==> config.mk <==
export PLATFORM = sky130hd
export DESIGN_NAME = control_unit_fsm
export DESIGN_NICKNAME = d
export VERILOG_FILES = /design/src/rtl/control_unit_fsm.sv
export SDC_FILE = /design/constraint.sdc
export NUM_CORES = 1
export LEC_CHECK = 0
export ABC_CLOCK_PERIOD_IN_PS = 1430
export CORE_ASPECT_RATIO = 1.5
export CORE_MARGIN = 1
export CORE_UTILIZATION = 32
export DETAILED_ROUTE_END_ITERATION = 7
export PLACE_DENSITY = 0.79
export SETUP_SLACK_MARGIN = 0.2
export SLEW_MARGIN = 20
export SYNTH_ARGS = -nofsm -noshare
export SYNTH_HDL_FRONTEND = slang
export SYNTH_SLANG_ARGS = --single-unit
==> constraint.sdc <==
create_clock -name Clk -period 1.43 [get_ports Clk]
set_clock_uncertainty 0.15 [all_clocks]
set_input_delay 0.2145 -clock Clk [delete_from_list [all_inputs] [get_ports Clk]]
set_output_delay 0.2145 -clock Clk [all_outputs]
set_load 0.01 [all_outputs]
==> src/rtl/control_unit_fsm.sv <==
`default_nettype none
// ============================================================================
// Module   : control_unit_fsm
// Purpose  : Multi-cycle control unit for the single-bus datapath.
//            Sequences Init -> Fetch -> Decode -> Execute and drives every
//            datapath control line. The outputs are Moore-decoded from the
//            current state and the instruction register fields.
// Options  : CU_ILLEGAL_TRAP_EN -- when defined, an illegal opcode traps to
//            Halt and sets the sticky Illegal flag. When it is not defined,
//            an illegal opcode runs as Noop and Illegal is tied low.
// Revision : 1.0 - initial release
// ============================================================================
module control_unit_fsm #(
    parameter int IW        = 16,
    parameter int OPW       = 4,
    parameter int RAW       = 4,
    parameter int DAW       = 8,
    parameter int ALUW      = 3,
    parameter int LOAD_WAIT = 1
) (
    input  logic            Clk,
    input  logic            ResetN,
    input  logic [IW-1:0]   IR,
    input  logic            Resume,
    output logic            PC_clr,
    output logic            PC_up,
    output logic            PC_ld,
    output logic [DAW-1:0]  Jmp_addr,
    output logic            IR_ld,
    output logic [DAW-1:0]  D_Addr,
    output logic            D_Wr,
    output logic            RF_s,
    output logic            RF_W_en,
    output logic [RAW-1:0]  RF_W_addr,
    output logic [RAW-1:0]  RF_Ra_addr,
    output logic [RAW-1:0]  RF_Rb_addr,
    output logic [ALUW-1:0] Alu_s0,
    output logic            Halted,
    output logic            Illegal,
    output logic [3:0]      StateOut
);

    // State encoding
    localparam logic [3:0] c_INIT   = 4'd0;
    localparam logic [3:0] c_FETCH  = 4'd1;
    localparam logic [3:0] c_DECODE = 4'd2;
    localparam logic [3:0] c_NOOP   = 4'd3;
    localparam logic [3:0] c_STORE  = 4'd4;
    localparam logic [3:0] c_LOAD_A = 4'd5;
    localparam logic [3:0] c_LOAD_B = 4'd6;
    localparam logic [3:0] c_ADD    = 4'd7;
    localparam logic [3:0] c_SUB    = 4'd8;
    localparam logic [3:0] c_HALT   = 4'd9;
    localparam logic [3:0] c_JUMP   = 4'd10;

    // Opcode encoding
    localparam logic [OPW-1:0] c_OP_NOOP  = OPW'(0);
    localparam logic [OPW-1:0] c_OP_STORE = OPW'(1);
    localparam logic [OPW-1:0] c_OP_LOAD  = OPW'(2);
    localparam logic [OPW-1:0] c_OP_ADD   = OPW'(3);
    localparam logic [OPW-1:0] c_OP_SUB   = OPW'(4);
    localparam logic [OPW-1:0] c_OP_HALT  = OPW'(5);
    localparam logic [OPW-1:0] c_OP_JMP   = OPW'(6);

    // Last value the wait counter reaches before Load_A hands over to Load_B
    localparam logic [3:0] c_WAIT_LAST = 4'(LOAD_WAIT - 1);

    // Instruction fields. MA overlaps the A/B register fields by design.
    logic [OPW-1:0] w_op;
    logic [RAW-1:0] w_a;
    logic [RAW-1:0] w_b;
    logic [RAW-1:0] w_w;
    logic [DAW-1:0] w_ma;
    logic [DAW-1:0] w_sa;

    assign w_op = IR[IW-1 -: OPW];
    assign w_a  = IR[IW-OPW-1 -: RAW];
    assign w_b  = IR[IW-OPW-RAW-1 -: RAW];
    assign w_w  = IR[RAW-1:0];
    assign w_ma = IR[IW-OPW-1 -: DAW];
    assign w_sa = IR[DAW-1:0];

    logic [3:0] state_q;
    logic [3:0] state_d;
    logic [3:0] cnt_q;
    logic [3:0] cnt_d;

    // State and wait-counter registers. Reset aborts the instruction at once.
    always_ff @(posedge Clk or negedge ResetN) begin
        if (!ResetN) begin
            state_q <= c_INIT;
            cnt_q   <= 4'd0;
        end else begin
            state_q <= state_d;
            cnt_q   <= cnt_d;
        end
    end

    // Next-state logic. The counter counts only while in Load_A, so every
    // entry into Load_A from Decode starts the count at zero.
    always_comb begin
        state_d = c_INIT;
        cnt_d   = (state_q == c_LOAD_A) ? cnt_q + 4'd1 : 4'd0;
        case (state_q)
            c_INIT:   state_d = c_FETCH;
            c_FETCH:  state_d = c_DECODE;
            c_DECODE: begin
                case (w_op)
                    c_OP_NOOP:  state_d = c_NOOP;
                    c_OP_STORE: state_d = c_STORE;
                    c_OP_LOAD:  state_d = c_LOAD_A;
                    c_OP_ADD:   state_d = c_ADD;
                    c_OP_SUB:   state_d = c_SUB;
                    c_OP_HALT:  state_d = c_HALT;
                    c_OP_JMP:   state_d = c_JUMP;
                    default: begin
`ifdef CU_ILLEGAL_TRAP_EN
                        state_d = c_HALT;
`else
                        state_d = c_NOOP;
`endif
                    end
                endcase
            end
            c_NOOP:   state_d = c_FETCH;
            c_STORE:  state_d = c_FETCH;
            c_LOAD_A: state_d = (cnt_q == c_WAIT_LAST) ? c_LOAD_B : c_LOAD_A;
            c_LOAD_B: state_d = c_FETCH;
            c_ADD:    state_d = c_FETCH;
            c_SUB:    state_d = c_FETCH;
            c_HALT:   state_d = Resume ? c_FETCH : c_HALT;
            c_JUMP:   state_d = c_FETCH;
            default:  state_d = c_INIT;
        endcase
    end

`ifdef CU_ILLEGAL_TRAP_EN
    logic illegal_q;
    logic illegal_d;

    // Sticky illegal-opcode flag, set on decode of an opcode above JMP.
    always_comb begin
        illegal_d = illegal_q | ((state_q == c_DECODE) && (w_op > c_OP_JMP));
    end

    // Illegal flag register. Only reset clears it; Resume leaves it set.
    always_ff @(posedge Clk or negedge ResetN) begin
        if (!ResetN) begin
            illegal_q <= 1'b0;
        end else begin
            illegal_q <= illegal_d;
        end
    end

    assign Illegal = illegal_q;
`else
    assign Illegal = 1'b0;
`endif

    assign StateOut = state_q;

    // Moore output decode. Any output not driven in a state stays 0.
    always_comb begin
        PC_clr     = 1'b0;
        PC_up      = 1'b0;
        PC_ld      = 1'b0;
        Jmp_addr   = '0;
        IR_ld      = 1'b0;
        D_Addr     = '0;
        D_Wr       = 1'b0;
        RF_s       = 1'b0;
        RF_W_en    = 1'b0;
        RF_W_addr  = '0;
        RF_Ra_addr = '0;
        RF_Rb_addr = '0;
        Alu_s0     = '0;
        Halted     = 1'b0;
        case (state_q)
            c_INIT:  PC_clr = 1'b1;
            c_FETCH: begin
                IR_ld = 1'b1;
                PC_up = 1'b1;
            end
            c_STORE: begin
                D_Addr     = w_sa;
                D_Wr       = 1'b1;
                RF_Ra_addr = w_a;
            end
            c_LOAD_A: begin
                D_Addr    = w_ma;
                RF_s      = 1'b1;
                RF_W_addr = w_w;
            end
            c_LOAD_B: begin
                D_Addr    = w_ma;
                RF_s      = 1'b1;
                RF_W_addr = w_w;
                RF_W_en   = 1'b1;
            end
            c_ADD, c_SUB: begin
                RF_Ra_addr = w_a;
                RF_Rb_addr = w_b;
                RF_W_addr  = w_w;
                RF_W_en    = 1'b1;
                Alu_s0     = (state_q == c_ADD) ? ALUW'(1) : ALUW'(2);
            end
            c_JUMP: begin
                PC_ld    = 1'b1;
                Jmp_addr = w_sa;
            end
            c_HALT:  Halted = 1'b1;
            default: ;
        endcase
    end

endmodule
`default_nettype wire

# After elaboration in Yosys (flattened, before gate mapping)
# Index checks and enable logic that the tools add are counted.
totals:
  ff_bits: 8
  word_cells: 46
  inputBits: 19
  latchBits: 0
  mem_count: 0
  romBits: 0
  mem_bits_rw: 0
  output_inout_bits: 44
op_classes:
  n_eq_ne: 16
  add_sub_neg: 1
  n_lt_le_gt_ge: 0
  div_mod_pow: 0
  bitwise_logic: 0
  n_shift: 0
  n_reduce_logical: 8
  multipliers: 0
  mux: 19
ops:
  columns: ["op", "count"]
  rows:
  - ["equality test 4 x 3 -> 1 bit (second input constant)", 7]
  - ["case mux 4 bit (6 select lines)", 1]
  - ["two-way mux 4 bit", 5]
  - ["case mux 4 bit (5 select lines)", 1]
  - ["equality test 4 x 2 -> 1 bit (second input constant)", 4]
  - ["case mux 8 bit (2 select lines)", 1]
  - ["equality test 4 bit (second input constant)", 3]
  - ["equality test 4 x 1 -> 1 bit (second input constant)", 2]
  - ["logical NOT 4 bit", 2]
  - ["two-way mux 8 bit", 1]
  - ["two-way mux 1 bit", 7]
  - ["OR reduction 7 bit", 1]
  - ["two-way mux 2 bit", 3]
  - ["OR reduction 3 bit", 2]
  - ["adder 4 x 1 -> 4 bit (second input constant)", 1]
  - ["OR reduction 2 bit", 2]
  - ["OR reduction 4 bit", 1]

# Depth between registers and ports, before layout
logic_depth:
  ltp_word: 3
  ltp_mapped: 6
  ltp_nobuf: 5

# Least setup slack after synthesis
# OpenSTA, ideal clock, no wires.
synth_timing:
  path_type: "register -> output"
  start: "register state_q[2], in the netlist StateOut[2]"
  end: "output port RF_Ra_addr[0]"
  t_required_ps: 1066
  arrival_time_ps: 1385
  setup_slack_ps: -319
  stages_incl_launch_ff: 7
  cell_sequence: "dfrtp_1 -> buf_6 -> nand2b_4 -> or3_4 -> inv_2 -> a31oi_2 -> nor2b_1"
synth_via:
  elab_chain_cells: 3
  word_cells_on_any_way: 5
synth_rtl:
  columns: ["item", "line", "source"]
  rows:
  - ["from (decl)", "83", "logic [3:0] state_q;"]
  - ["from (signal assigned)", "91", "state_q <= c_INIT;"]
  - ["from (signal assigned)", "94", "state_q <= state_d;"]
  - ["equality test 4 x 3 -> 1 bit / equality test 4 bit (equally long branches)", "178", "case (state_q)"]
  - ["OR reduction 3 bit (no source line) (*)", null, null]
  - ["two-way mux 4 bit (*)", "178", null]
  - ["to (decl)", "35", "output logic [RAW-1:0] RF_Ra_addr,"]
# Every way passes the cells marked *; elsewhere a longest branch is shown, timed or not.

# Worst setup path after layout
layout_timing:
  start: "register state_q[2], in the netlist StateOut[2]"
  end: "output port RF_Rb_addr[2]"
layout_via:
  elab_chain_cells: 3
  word_cells_on_any_way: 4
layout_rtl:
  columns: ["item", "line", "source"]
  rows:
  - ["equality test 4 x 3 -> 1 bit / equality test 4 bit (equally long branches)", "178", null]
  - ["OR reduction 2 bit (*)", null, null]
  - ["two-way mux 4 bit (*)", "178", null]
  - ["to (decl)", "36", "output logic [RAW-1:0] RF_Rb_addr,"]
# Marked as above.

==> run_results.csv <==
group,metric,value,unit
sta,fin_crit,2.054,ns
cells_and_area,diodes,0,
critical_path,timing.rr.start,"StateOut[1]",
detailed_routing,route.detailed.drc,0,
global_routing,grt_max_degree,10,
floorplan,die_w,46.19,microns
detailed_routing,routed_via_density,5.363,
cells_and_area,fin_util,91.40,%
placed_design,port_buffers,60,
power,powerDensity,1448,nW/um^2
global_routing,grt_pass1_vias,1394,
floorplan,io_pins,63,
yosys,avgSynthCellArea,7.265,sq um
cells_and_area,stdcell_count,278,
global_routing,grt_pass1_wl,6382,microns
cells_and_area,area_growth,166.6,%
sta,setup_violations,47,
power,p_leak,1.146,nW
clock_tree,ctsHoldBuffers,0,
sta,rsz0062_at_grt,"yes",
cells_and_area,layout_common_cells,"buf_6 (56), buf_4 (21), buf_2 (19)",
cells_and_area,final_common_cell,"buf_6",
critical_path,critPathLaunchType,"flop",
floorplan,start_util,34.28,%
yosys,synth-seq-cells,8,
detailed_routing,topRoutingLayerUsed,"met4",
cells_and_area,seq_area,202.7,sq um
cells_and_area,final_nets,263,
power,vdd_ir_drop_max,1.250,mV
sta,slew_violations,0,
global_routing,grt_usage,28.50,%
clock_tree,clock_path_buffers,2,
cells_and_area,layout-drive-gt1-share,75.93,%
placed_design,dp_hpwl,2758,microns
placed_design,globalplace.congestion,0.8313,
detailed_routing,ant_nets,0,
sta,fin_setup_tns,-20.29,ns
critical_path,worstPathMaxFanout,4,
detailed_routing,drt-initial-drc-count,43,
critical_path,critPathCaptureType,"output port",
yosys,synthArstFlopShare,100.0,%
yosys,seq_area_frac_synth,21.36,%
sta,setup_ws,-0.6242,ns
detailed_routing,met1_length,2055,microns
yosys,ys_types,37,
critical_path,required,1.07,ns
detailed_routing,firstDrtPassIters,4,
yosys,netlist_area,937.1,sq um
global_routing,antenna_found_initial,0,
clock_tree,cts_tree,"yes",
placed_design,placed_cells,249,
cells_and_area,fillers,94,
yosys,postSynthCellCount,129,
sta,period_share,143.7,%
clock_tree,cts_root_buf,"clkbuf_8",
clock_tree,cts_buffers,3,
yosys,synth_top_flop_cell,"dfrtp_1",
floorplan,core,2734,sq um
critical_path,cp.arrival,1.69,ns
clock_tree,clk_pin_slew,0.05,ns
detailed_routing,routed-wl-met3,400,microns
clock_tree,clock_latency,0.24,ns
critical_path,r2r_cells,7,
detailed_routing,vias,1491,
floorplan,chipHeight,68.28,microns
detailed_routing,wirelength,5861,microns
critical_path,regToRegSetupSlack,-0.43,ns
placed_design,dpl-instance-area,1913,sq um
sta,finalHoldViolCount,0,
floorplan,rows,23,
worst_hold_path,hold_class,"in -> async",
yosys,synth-edff-count,0,
cells_and_area,stdcell_area,2499,sq um
clock_tree,cts_sinks,8,
detailed_routing,routedWlPerCell,21.08,microns
yosys,yosysWarnings,0,
status,violations,"negative setup slack",
status,status,"finished, violations left",
cells_and_area,multi_input_area,1062,sq um
detailed_routing,met2_length,3090,microns
clock_tree,cts_max_level,1,
run,drv_cap,0,
floorplan,dieArea,3154,sq um
global_routing,overflow,0,
critical_path,critPathKind,"reg -> out",
critical_path,r2r_end,"StateOut[0]",
sta,max_freq,486.8,MHz
==> state kept, by name, indices dropped and copies added, names as in the netlist <==
signal,cells
StateOut,4
cnt_q,4
==> synth_stat cells, drive strengths merged, types with 2 or more instances <==
master / number / share of area (%)
nor2: 14 / 5.6
o21ai: 3 / 2.0
nor2b: 8 / 5.3
nand3: 2 / 1.1
nand2: 12 / 4.8
buf: 9 / 7.6
nor3: 2 / 1.1
dfrtp: 8 / 21
and2: 16 / 11
a21oi: 13 / 6.9
a211oi: 9 / 7.2
inv: 4 / 1.6
ha: 2 / 2.7
or3: 2 / 1.9
nand2b: 8 / 6.7
clkbuf: 2 / 0.80
and2b: 2 / 1.7
a31oi: 2 / 2.0
==> final cells by class <==
cell class / instances / share of cell area [%]
Inverter: 4 / 0.7011
Multi-Input combinational cell: 107 / 42.51
Timing Repair Buffer: 118 / 45.02
Clock buffer: 4 / 1.803
Sequential cell: 8 / 8.112
Tap cell: 37 / 1.853
==> stage by stage <==
step	worst slack [ns]	power, mW	hold WS, ns
CTS	-0.5948	3.144	0.1097
global placement	-0.6976	1.993	0.3132
floorplan	-0.2766	1.362	-0.2311
global route	-0.6771	3.740	0.1288
detailed placement	-0.7381	2.033	0.3475
finish	-0.6242	3.618	0.1094
==> layer usage <==
metal / track usage (%) / vias to the layer above
met3: 2.639 / 26
met2: 57.57 / 87
met5: 0 / -
li1: - / 655
met4: 12.87 / 0
met1: 26.85 / 723
==> timing repair <==
| action | in CTS | in global routing |
|---|---|---|
| endpoints found under the setup margin | 50 | 50 |
| buffers inserted | 20 | 4 |
| pin swaps | 31 | 17 |
| resized for setup | 250 | 48 |
| gates cloned | 1 | 0 |
| hold endpoints to repair | 0 | 0 |
==> power by group <==
group | switching, mW | total [mW] | internal [mW]
Sequential | 0.0671 | 0.337 | 0.270
Combinational | 1.45 | 2.99 | 1.53
Clock | 0.100 | 0.294 | 0.194
==> critical path: stages, from the launching register on <==
cell      delay, ns
dfrtp_1        0.39
nand2b_4       0.15
or3_4          0.39
buf_6          0.15
o21ai_4        0.08
and2_4         0.19
buf_6          0.10
==> how the worst max path moves through the flow <==
stage | startpoint | endpoint | slack [ns]
global placement | IR[0] | D_Addr[0] | -0.70
floorplan | StateOut[2] | RF_Ra_addr[0] | -0.28
detailed placement | IR[0] | D_Addr[0] | -0.74
finish | StateOut[2] | RF_Rb_addr[2] | -0.62
global route | StateOut[2] | RF_Rb_addr[1] | -0.68
CTS | StateOut[2] | RF_Rb_addr[1] | -0.59
==> cell families (layout without fill, tap and decap cells) <==
| logic type | count (synthesis) | in the layout | synth area share, % |
|---|---|---|---|
| simple gates | 70 | 70 | 41.93 |
| xor+xnor | 2 | 2 | 1.870 |
| buf+inv | 15 | 126 | 10.01 |
| other cells | 1 | 2 | 0.4001 |
| fa+ha+maj | 2 | 2 | 2.670 |
| flops | 8 | 8 | 21.36 |
| compound gates | 30 | 30 | 20.69 |
| mux | 1 | 1 | 1.068 |
Note: power is estimated with default switching activity, not from simulation.
